--- config.mk ---
export PLATFORM = sky130hd
export DESIGN_NAME = div_result_collector
export DESIGN_NICKNAME = d
export VERILOG_FILES = /design/src/rtl/div_pkg.sv /design/src/rtl/div_result_fifo.sv /design/src/rtl/div_result_collector.sv
export SDC_FILE = /design/constraint.sdc
export NUM_CORES = 1
export LEC_CHECK = 0
export CORE_ASPECT_RATIO = 1.5
export CORE_MARGIN = 10
export CORE_UTILIZATION = 46
export DETAILED_ROUTE_END_ITERATION = 7
export PLACE_DENSITY = 0.67
export SYNTH_ARGS = -nofsm -noshare
export SYNTH_HDL_FRONTEND = slang
export SYNTH_SLANG_ARGS = --single-unit
export TNS_END_PERCENT = 1
--- constraint.sdc ---
create_clock -name clk -period 2.55 [get_ports clk]
set_clock_uncertainty 0.15 [all_clocks]
set_input_delay 0.51 -clock clk [delete_from_list [all_inputs] [get_ports clk]]
set_output_delay 0.51 -clock clk [all_outputs]
set_load 0.02 [all_outputs]
--- src/rtl/div_pkg.sv ---
// Shared types for the divider result path.
//   div_status_t : record status tag (OK / DIV0 / OVF)
//   div_rec_t    : {quot, rem, status} at the default divider widths
//   coll_state_e : collector FSM state
package div_pkg;

  localparam int unsigned DIV_QW = 5;
  localparam int unsigned DIV_RW = 5;

  typedef enum logic [1:0] {
    OK   = 2'b00,
    DIV0 = 2'b01,
    OVF  = 2'b10
  } div_status_t;

  typedef struct packed {
    logic [DIV_QW-1:0] quot;
    logic [DIV_RW-1:0] rem;
    div_status_t       status;
  } div_rec_t;

  typedef enum logic [0:0] {
    StIdle,
    StWaitR
  } coll_state_e;

endpackage

--- src/rtl/div_result_fifo.sv ---
// First-word fall-through synchronous FIFO for divider result records.
//   clk_i / rst_ni : clock, synchronous active-low reset
//   push_i, data_i : write request and record; ignored when full unless popping
//   pop_i          : consume the head; ignored when empty
//   full_o/empty_o : occupancy flags
//   head_o         : head record, zero while empty
// Pointers carry one extra wrap bit so full and empty are told apart by the MSB.
module div_result_fifo
  import div_pkg::*;
#(
  parameter int unsigned Depth = 4,
  parameter int unsigned Width = $bits(div_rec_t)
) (
  input  logic             clk_i,
  input  logic             rst_ni,
  input  logic             push_i,
  input  logic [Width-1:0] data_i,
  input  logic             pop_i,
  output logic             full_o,
  output logic             empty_o,
  output logic [Width-1:0] head_o
);

  localparam int unsigned AW = $clog2(Depth);

  logic [Width-1:0] mem_q [Depth];
  logic [AW:0]      wr_ptr_q, wr_ptr_d;
  logic [AW:0]      rd_ptr_q, rd_ptr_d;
  logic             push_ok, pop_ok;

  always_comb begin
    empty_o  = (wr_ptr_q == rd_ptr_q);
    full_o   = (wr_ptr_q[AW] != rd_ptr_q[AW]) && (wr_ptr_q[AW-1:0] == rd_ptr_q[AW-1:0]);
    pop_ok   = pop_i && !empty_o;
    // A pop in the same cycle frees the slot, so a full FIFO can still accept.
    push_ok  = push_i && (!full_o || pop_ok);
    wr_ptr_d = push_ok ? wr_ptr_q + (AW+1)'(1) : wr_ptr_q;
    rd_ptr_d = pop_ok ? rd_ptr_q + (AW+1)'(1) : rd_ptr_q;
    // Masked while empty so the head reads zero after reset and after draining.
    head_o   = empty_o ? '0 : mem_q[rd_ptr_q[AW-1:0]];
  end

  always_ff @(posedge clk_i) begin
    if (!rst_ni) begin
      wr_ptr_q <= '0;
      rd_ptr_q <= '0;
    end else begin
      wr_ptr_q <= wr_ptr_d;
      rd_ptr_q <= rd_ptr_d;
    end
  end

  // Storage needs no reset: it is only observable through the masked head.
  always_ff @(posedge clk_i) begin
    if (push_ok) begin
      mem_q[wr_ptr_q[AW-1:0]] <= data_i;
    end
  end

endmodule

--- src/rtl/div_result_collector.sv ---
// Collects quotient/remainder pairs from the restoring divider's shared result bus
// and turns divide-by-zero / overflow terminations into status-tagged records.
// Completed records are buffered in a FIFO and offered over valid/ready.
//   clk, rst (sync, active-low)
//   div_data, doneq, donew, div_by0, ov : divider result bus and strobes
//   res_valid/res_ready, res_quot, res_rem, res_status : record output handshake
//   fifo_full, proto_err (sticky), drop (sticky)
// Build option: define DIV_COLLECT_DROPCNT_EN to add drop_cnt[7:0], a saturating
// count of records lost to a full FIFO.
module div_result_collector
  import div_pkg::*;
#(
  parameter int unsigned DEPTH = 4,
  parameter int unsigned QW    = DIV_QW,
  parameter int unsigned RW    = DIV_RW
) (
  input  logic          clk,
  input  logic          rst,
  input  logic [QW-1:0] div_data,
  input  logic          doneq,
  input  logic          donew,
  input  logic          div_by0,
  input  logic          ov,
  output logic          res_valid,
  input  logic          res_ready,
  output logic [QW-1:0] res_quot,
  output logic [RW-1:0] res_rem,
  output logic [1:0]    res_status,
  output logic          fifo_full,
  output logic          proto_err,
  output logic          drop
`ifdef DIV_COLLECT_DROPCNT_EN
  ,
  output logic [7:0]    drop_cnt
`endif
);

  // Record layout follows the instance widths; matches div_rec_t at the defaults.
  typedef struct packed {
    logic [QW-1:0] quot;
    logic [RW-1:0] rem;
    div_status_t   status;
  } rec_t;

  localparam int unsigned RecW = $bits(rec_t);

  coll_state_e     state_q, state_d;
  logic [QW-1:0]   quot_q, quot_d;
  logic            proto_err_q, proto_err_d;
  logic            drop_q, drop_d;
  logic            proto_set;
  logic            push_req, push, pop, drop_evt;
  logic            fifo_empty;
  rec_t            push_rec, head_rec;
  logic [RecW-1:0] head_raw;

  // State register
  always_ff @(posedge clk) begin
    if (!rst) begin
      state_q     <= StIdle;
      quot_q      <= '0;
      proto_err_q <= 1'b0;
      drop_q      <= 1'b0;
    end else begin
      state_q     <= state_d;
      quot_q      <= quot_d;
      proto_err_q <= proto_err_d;
      drop_q      <= drop_d;
    end
  end

  // Next state; priority div_by0 > ov > donew > doneq
  always_comb begin
    state_d = state_q;
    if (div_by0 || ov) begin
      state_d = StIdle;
    end else if (donew) begin
      if (state_q == StWaitR) begin
        state_d = StIdle;
      end else begin
        // donew with doneq in IDLE still captures the quotient
        state_d = doneq ? StWaitR : StIdle;
      end
    end else if (doneq) begin
      state_d = StWaitR;
    end
  end

  // FSM outputs: record push request, quotient latch, protocol error
  always_comb begin
    push_req  = 1'b0;
    push_rec  = '0;
    quot_d    = quot_q;
    proto_set = 1'b0;
    if (div_by0) begin
      push_req        = 1'b1;
      push_rec.status = DIV0;
      quot_d          = '0;
    end else if (ov) begin
      push_req        = 1'b1;
      push_rec.status = OVF;
      quot_d          = '0;
    end else if (donew) begin
      if (state_q == StWaitR) begin
        push_req        = 1'b1;
        push_rec.quot   = quot_q;
        push_rec.rem    = RW'(div_data);
        push_rec.status = OK;
      end else begin
        proto_set = 1'b1;
        if (doneq) begin
          quot_d = div_data;
        end
      end
    end else if (doneq) begin
      quot_d    = div_data;
      proto_set = (state_q == StWaitR);
    end
  end

  always_comb begin
    pop         = res_valid && res_ready;
    push        = push_req && (!fifo_full || pop);
    drop_evt    = push_req && fifo_full && !pop;
    proto_err_d = proto_err_q | proto_set;
    drop_d      = drop_q | drop_evt;
  end

  div_result_fifo #(
    .Depth (DEPTH),
    .Width (RecW)
  ) u_fifo (
    .clk_i   (clk),
    .rst_ni  (rst),
    .push_i  (push),
    .data_i  (push_rec),
    .pop_i   (pop),
    .full_o  (fifo_full),
    .empty_o (fifo_empty),
    .head_o  (head_raw)
  );

  always_comb begin
    head_rec   = rec_t'(head_raw);
    res_valid  = !fifo_empty;
    res_quot   = head_rec.quot;
    res_rem    = head_rec.rem;
    res_status = head_rec.status;
    proto_err  = proto_err_q;
    drop       = drop_q;
  end

`ifdef DIV_COLLECT_DROPCNT_EN
  logic [7:0] drop_cnt_q, drop_cnt_d;

  always_comb begin
    drop_cnt_d = drop_cnt_q;
    if (drop_evt && (drop_cnt_q != 8'hFF)) begin
      drop_cnt_d = drop_cnt_q + 8'd1;
    end
  end

  always_ff @(posedge clk) begin
    if (!rst) begin
      drop_cnt_q <= 8'd0;
    end else begin
      drop_cnt_q <= drop_cnt_d;
    end
  end

  assign drop_cnt = drop_cnt_q;
`endif

endmodule

# ---- Word level (Yosys, flattened, before mapping)
# Memory sizes are Yosys's and may differ from the RTL's. A register that Yosys moved wholly into a read port is not among the register bits.
# Cells that the tools add are included.
dict set report totals {
  reg_bits 14
  latchBits 0
  mem_bits_rw 48
  mem_bits_ro 0
  input_bits 12
  word_cells 59
  mem_count 1
}
dict set report op_classes {
  add_sub_neg 2
  multipliers 0
  div_mod_pow 0
  order_cmp 0
  n_eq_ne 4
  shift 0
  n_mux 27
  n_bitwise 3
  n_reduce_logical 16
}
# name depth width rd rd_ports_with_merged_regs write_ports line_no
set memory_table {}
lappend memory_table {u_fifo.mem_q 4 12 1 1 1 div_result_fifo.sv:26} ;# logic [Width-1:0] mem_q [Depth];
# op count
set op_table {}
lappend op_table {{2-to-1 mux 12 bit} 3}
lappend op_table {{2-to-1 mux 10 bit} 2}
lappend op_table {{2-to-1 mux 1 bit} 15}
lappend op_table {{2-to-1 mux 5 bit} 3}
lappend op_table {{2-to-1 mux 2 bit} 4}
lappend op_table {{logical AND 1 bit} 7}
lappend op_table {{adder 3 x 1 -> 3 bit, second input constant} 2}
lappend op_table {{equality test 3 bit} 1}
lappend op_table {{zero test 1 bit} 3}
lappend op_table {{logical OR 1 bit} 3}
lappend op_table {{OR reduction 3 bit} 1}
lappend op_table {{equality test 2 bit} 1}
lappend op_table {{inequality test 2 bit, second input constant} 1}
lappend op_table {{bitwise OR 1 bit} 2}
lappend op_table {{nonzero test 2 bit} 1}
lappend op_table {{OR reduction 2 bit} 1}
lappend op_table {{inequality test 1 bit} 1}
lappend op_table {{inverter 1 bit} 1}

# ---- Longest topological paths before layout
dict set report logic_depth {
  depth_word 8
  depth_mapped 5
  mapped_depth_nobuf 4
}

# ---- Modules after synthesis
# A second synthesis with hierarchy kept.
dict set report unflattened {
  hier_cells 178
  hier_area_um2 2824.0
}
# module n_inst cells_each area_each_um2 seq_area_each_um2
set by_module_without_submodules {}
lappend by_module_without_submodules {div_result_fifo 1 128 2293.4 1601.5}
lappend by_module_without_submodules {div_result_collector 1 50 530.5 160.2}

# ---- Least setup slack after synthesis
# OpenSTA, ideal clock, no wires.
dict set report synth_path {
  kind {reg2out}
  start {reg (tool-made name)}
  end {out res_quot[3]}
  arrival_time_ns 1.419
  t_required_ns 1.890
  setup_slack_ns 0.471
  path_stages_with_launch 4
  n_path_buf 1
  cell_sequence {dfxtp_1 > buf_2 > mux4_2 > and2b_1}
}
# item line_no
set synth_rtl {}
lappend synth_rtl {{end, declared} div_result_collector.sv:26} ;# output logic [QW-1:0] res_quot,

==> flow_summary_export.csv <==
group,metric,value,unit
critical_path,ff2ff_path_depth,4,
synthesis,syn_inst,165,
floorplan,die-width,81.7,µm
critical_path,r2r_start,"u_fifo.rd_ptr_q[0]",
min_path,min_path_type,"reg -> reg",
critical_path,path_class,"reg -> out",
finish,fillers,427,
critical_path,cpMaxStageDelayCell,"mux4_2",
placement,pre_cts_ws,0.155,ns
route,drc_errors,0,
critical_path,end_kind,"output port",
finish,diodes,0,
pwr,leakagePower,1.24,nW
critical_path,cp_num_buf_inv,2,
synthesis,yosys_warnings,0,
sta,finalWorstSetupSlack,0.0806,ns
critical_path,critPathMaxStageDelay,0.49,ns
finish,multi_input_area,865,µm²
synthesis,syn_nets,182,
synthesis,syn_area,0.00263,mm²
clocking,cts_sinks,64,
route,wl_per_cell,16.8,µm
placement,dpl-instance-area,0.00303,mm²
finish,drive_above_1_share,21.3,%
synthesis,synth_ff_type,"edfxtp_1",
floorplan,die-area,0.00920,mm²
clocking,cts-buffers-inserted,9,
floorplan,start_util,47.8,%
floorplan,rows,33,
route,drtPass1Iterations,4,
critical_path,cp-start-kind,"flop",
global_route,grt_pass1_vias,1569,
route,num_vias,1463,
min_path,min-delay-start,"proto_err",
finish,regArea,0.00177,mm²
placement,dp_hpwl,3390,µm
clocking,htree_levels,3,
synthesis,yosysTopAreaCellShare,54.9,%
route,ant_nets,0,
critical_path,reg2reg_slack,0.58,ns
sta,hold_violations,0,
pwr,p_per_area,902,mW/mm²
run_status,status,"complete, no violations",
sta,tightest_slew,0.755,ns
synthesis,ys_ff_latch,64,
flow_run,maxCapViolations,0,
critical_path,worstPathMaxFanout,12,
floorplan,core,0.00549,mm²
synthesis,yosysTopAreaCell,"edfxtp_1",
critical_path,arrival,1.81,ns
global_route,antenna_found_initial,0,
synthesis,yosys.cell_types.count,29,
finish,mostFrequentLayoutCell,"edfxtp_1",
route,routed_wl,4730,µm
critical_path,crit_family,"multiplexers",
clocking,clockRootBuffer,"clkbuf_8",
sta,min_period,2.47,ns
clocking,postCtsSetupBuffers,0,
global_route,grt_overflow,0,
clocking,clkSlewWorstSetupHoldPaths,0.06,ns
finish,finalNetCount,223,
synthesis,synth_edf_count,48,
synthesis,ys_top_cells_by_area,"edfxtp_1, dfxtp_1, mux4_2",
synthesis,ys_async_sr_fraction,0,%
global_route,grt_pass1_wl,7920,µm
global_route,grt_usage,11.5,%
clocking,clk_path_buf_depth,2,
critical_path,crit_chain,"buf_12 > mux4_2 > and2b_1 > dlygate4sd2_1",
pwr,vdd_drop_max,0.000449,V
floorplan,ios,28,
critical_path,cp.depth,4,
sta,period_share,96.8,%
route,drtIter0Drc,91,
finish,final_cell_mix,"edfxtp_1, and2_1, dfxtp_1, clkdlybuf4s50_1",
critical_path,crit_path_end,"res_rem[3]",
finish,synthToLayoutAreaGrowth,24.6,%
clocking,cts_tree,"done",
global_route,grt_max_degree,15,
critical_path,timing.rr.end,"u_fifo.mem_q[0][11]",
critical_path,required,1.89,ns
finish,final_util,59.6,%
finish,design_area,0.00327,mm²
sta,max_freq,0.405,GHz
placement,place_congestion,0.739,
synthesis,avgSynthCellArea,15.9,µm²
synthesis,yosysSeqAreaShare,67.0,%
placement,portBuffers,27,
route,vias_per_cell,5.21,
floorplan,dieHeight,113,µm
sta,drv_slew,0,
sta,setup_viol,0,
sta,slew_headroom,49.3,%
clocking,clk_latency,0.32,ns
sta,rsz0062_at_grt,"true",
[Yosys cell counts, types with 2 or more instances]
cell and instances:
and2_2 3, ha_1 5, edfxtp_1 48, nor3_1 3
nor2b_1 12, o21ai_0 3, inv_1 4, and2_1 15
xnor2_1 4, clkbuf_1 4, and2b_1 2, mux4_2 12
xor2_1 3, dfxtp_1 16, nor2_1 8, nand2_1 5
nand3_1 2, mux2i_1 5
[per-stage QoR]
step,setup TNS (ns),hold slack (ns),cells,power (mW)
after CTS,-0.0965,0.328,281,2.99
after global routing,0,0.365,281,3.11
after global placement,0,0.305,264,2.10
after floorplan,0,0.302,165,1.75
final,0,0.320,281,2.95
after detailed placement,0,0.307,264,2.12
[worst min-delay path by stage]
stage                      endpoint  slack [ns]  depth (start not counted)
after detailed placement  proto_err        0.31                          1
after floorplan           quot_q[0]        0.30                          2
after global routing      proto_err        0.37                          1
after CTS                 proto_err        0.33                          1
after global placement    proto_err        0.31                          1
final                     proto_err        0.32                          1
[cell type report]
type	count	share of cell area, %
multi-input cells	92	26.4
clock buffers	12	4.13
repair buffers	35	10.3
clock inverters	4	2.10
inverters	4	0.459
well taps	70	2.68
flip-flops and latches	64	53.9
[routing by layer]
| metal | up-vias | routed length, µm | part of all wire (%) | track usage, % |
|---|---|---|---|---|
| met5 | - | 0 | 0 | 0 |
| met4 | 0 | 81 | 1.7 | 4.90 |
| met3 | 8 | 227 | 4.8 | 3.91 |
| met2 | 34 | 2600 | 55 | 20.1 |
| met1 | 732 | 1820 | 38 | 12.0 |
| li1 | 689 | - | - | - |
[what timing repair did]
item                                    4_1_cts  5_1_grt
hold buffers                                  0        0
endpoints found under the setup margin       14        5
resized for setup                            23        6
gates cloned                                  1        0
[cell families (layout without fill, tap and decap cells)]
family          after synthesis  after routing  share of synthesized area (%)
fa+ha+maj                     5              5                           2.38
buf+inv                       9             55                           1.33
xor+xnor                      7              7                           2.33
flops                        64             64                           67.0
simple gates                 52             52                           11.3
mux                          17             17                           12.2
compound gates               11             11                           3.38
[flip-flops by register name, indices dropped and copies added, names as in the netlist, named ones only]
register         cells
drop                 1
proto_err            1
quot_q               5
state_q              1
u_fifo.mem_q        48
u_fifo.rd_ptr_q      3
u_fifo.wr_ptr_q      3
[where the power goes]
part	total [mW]	internal, mW	switching [mW]
combinational	0.821	0.400	0.421
clock	0.877	0.546	0.331
sequential	1.25	1.21	0.0430
Note: power is estimated with default switching activity, not from simulation.
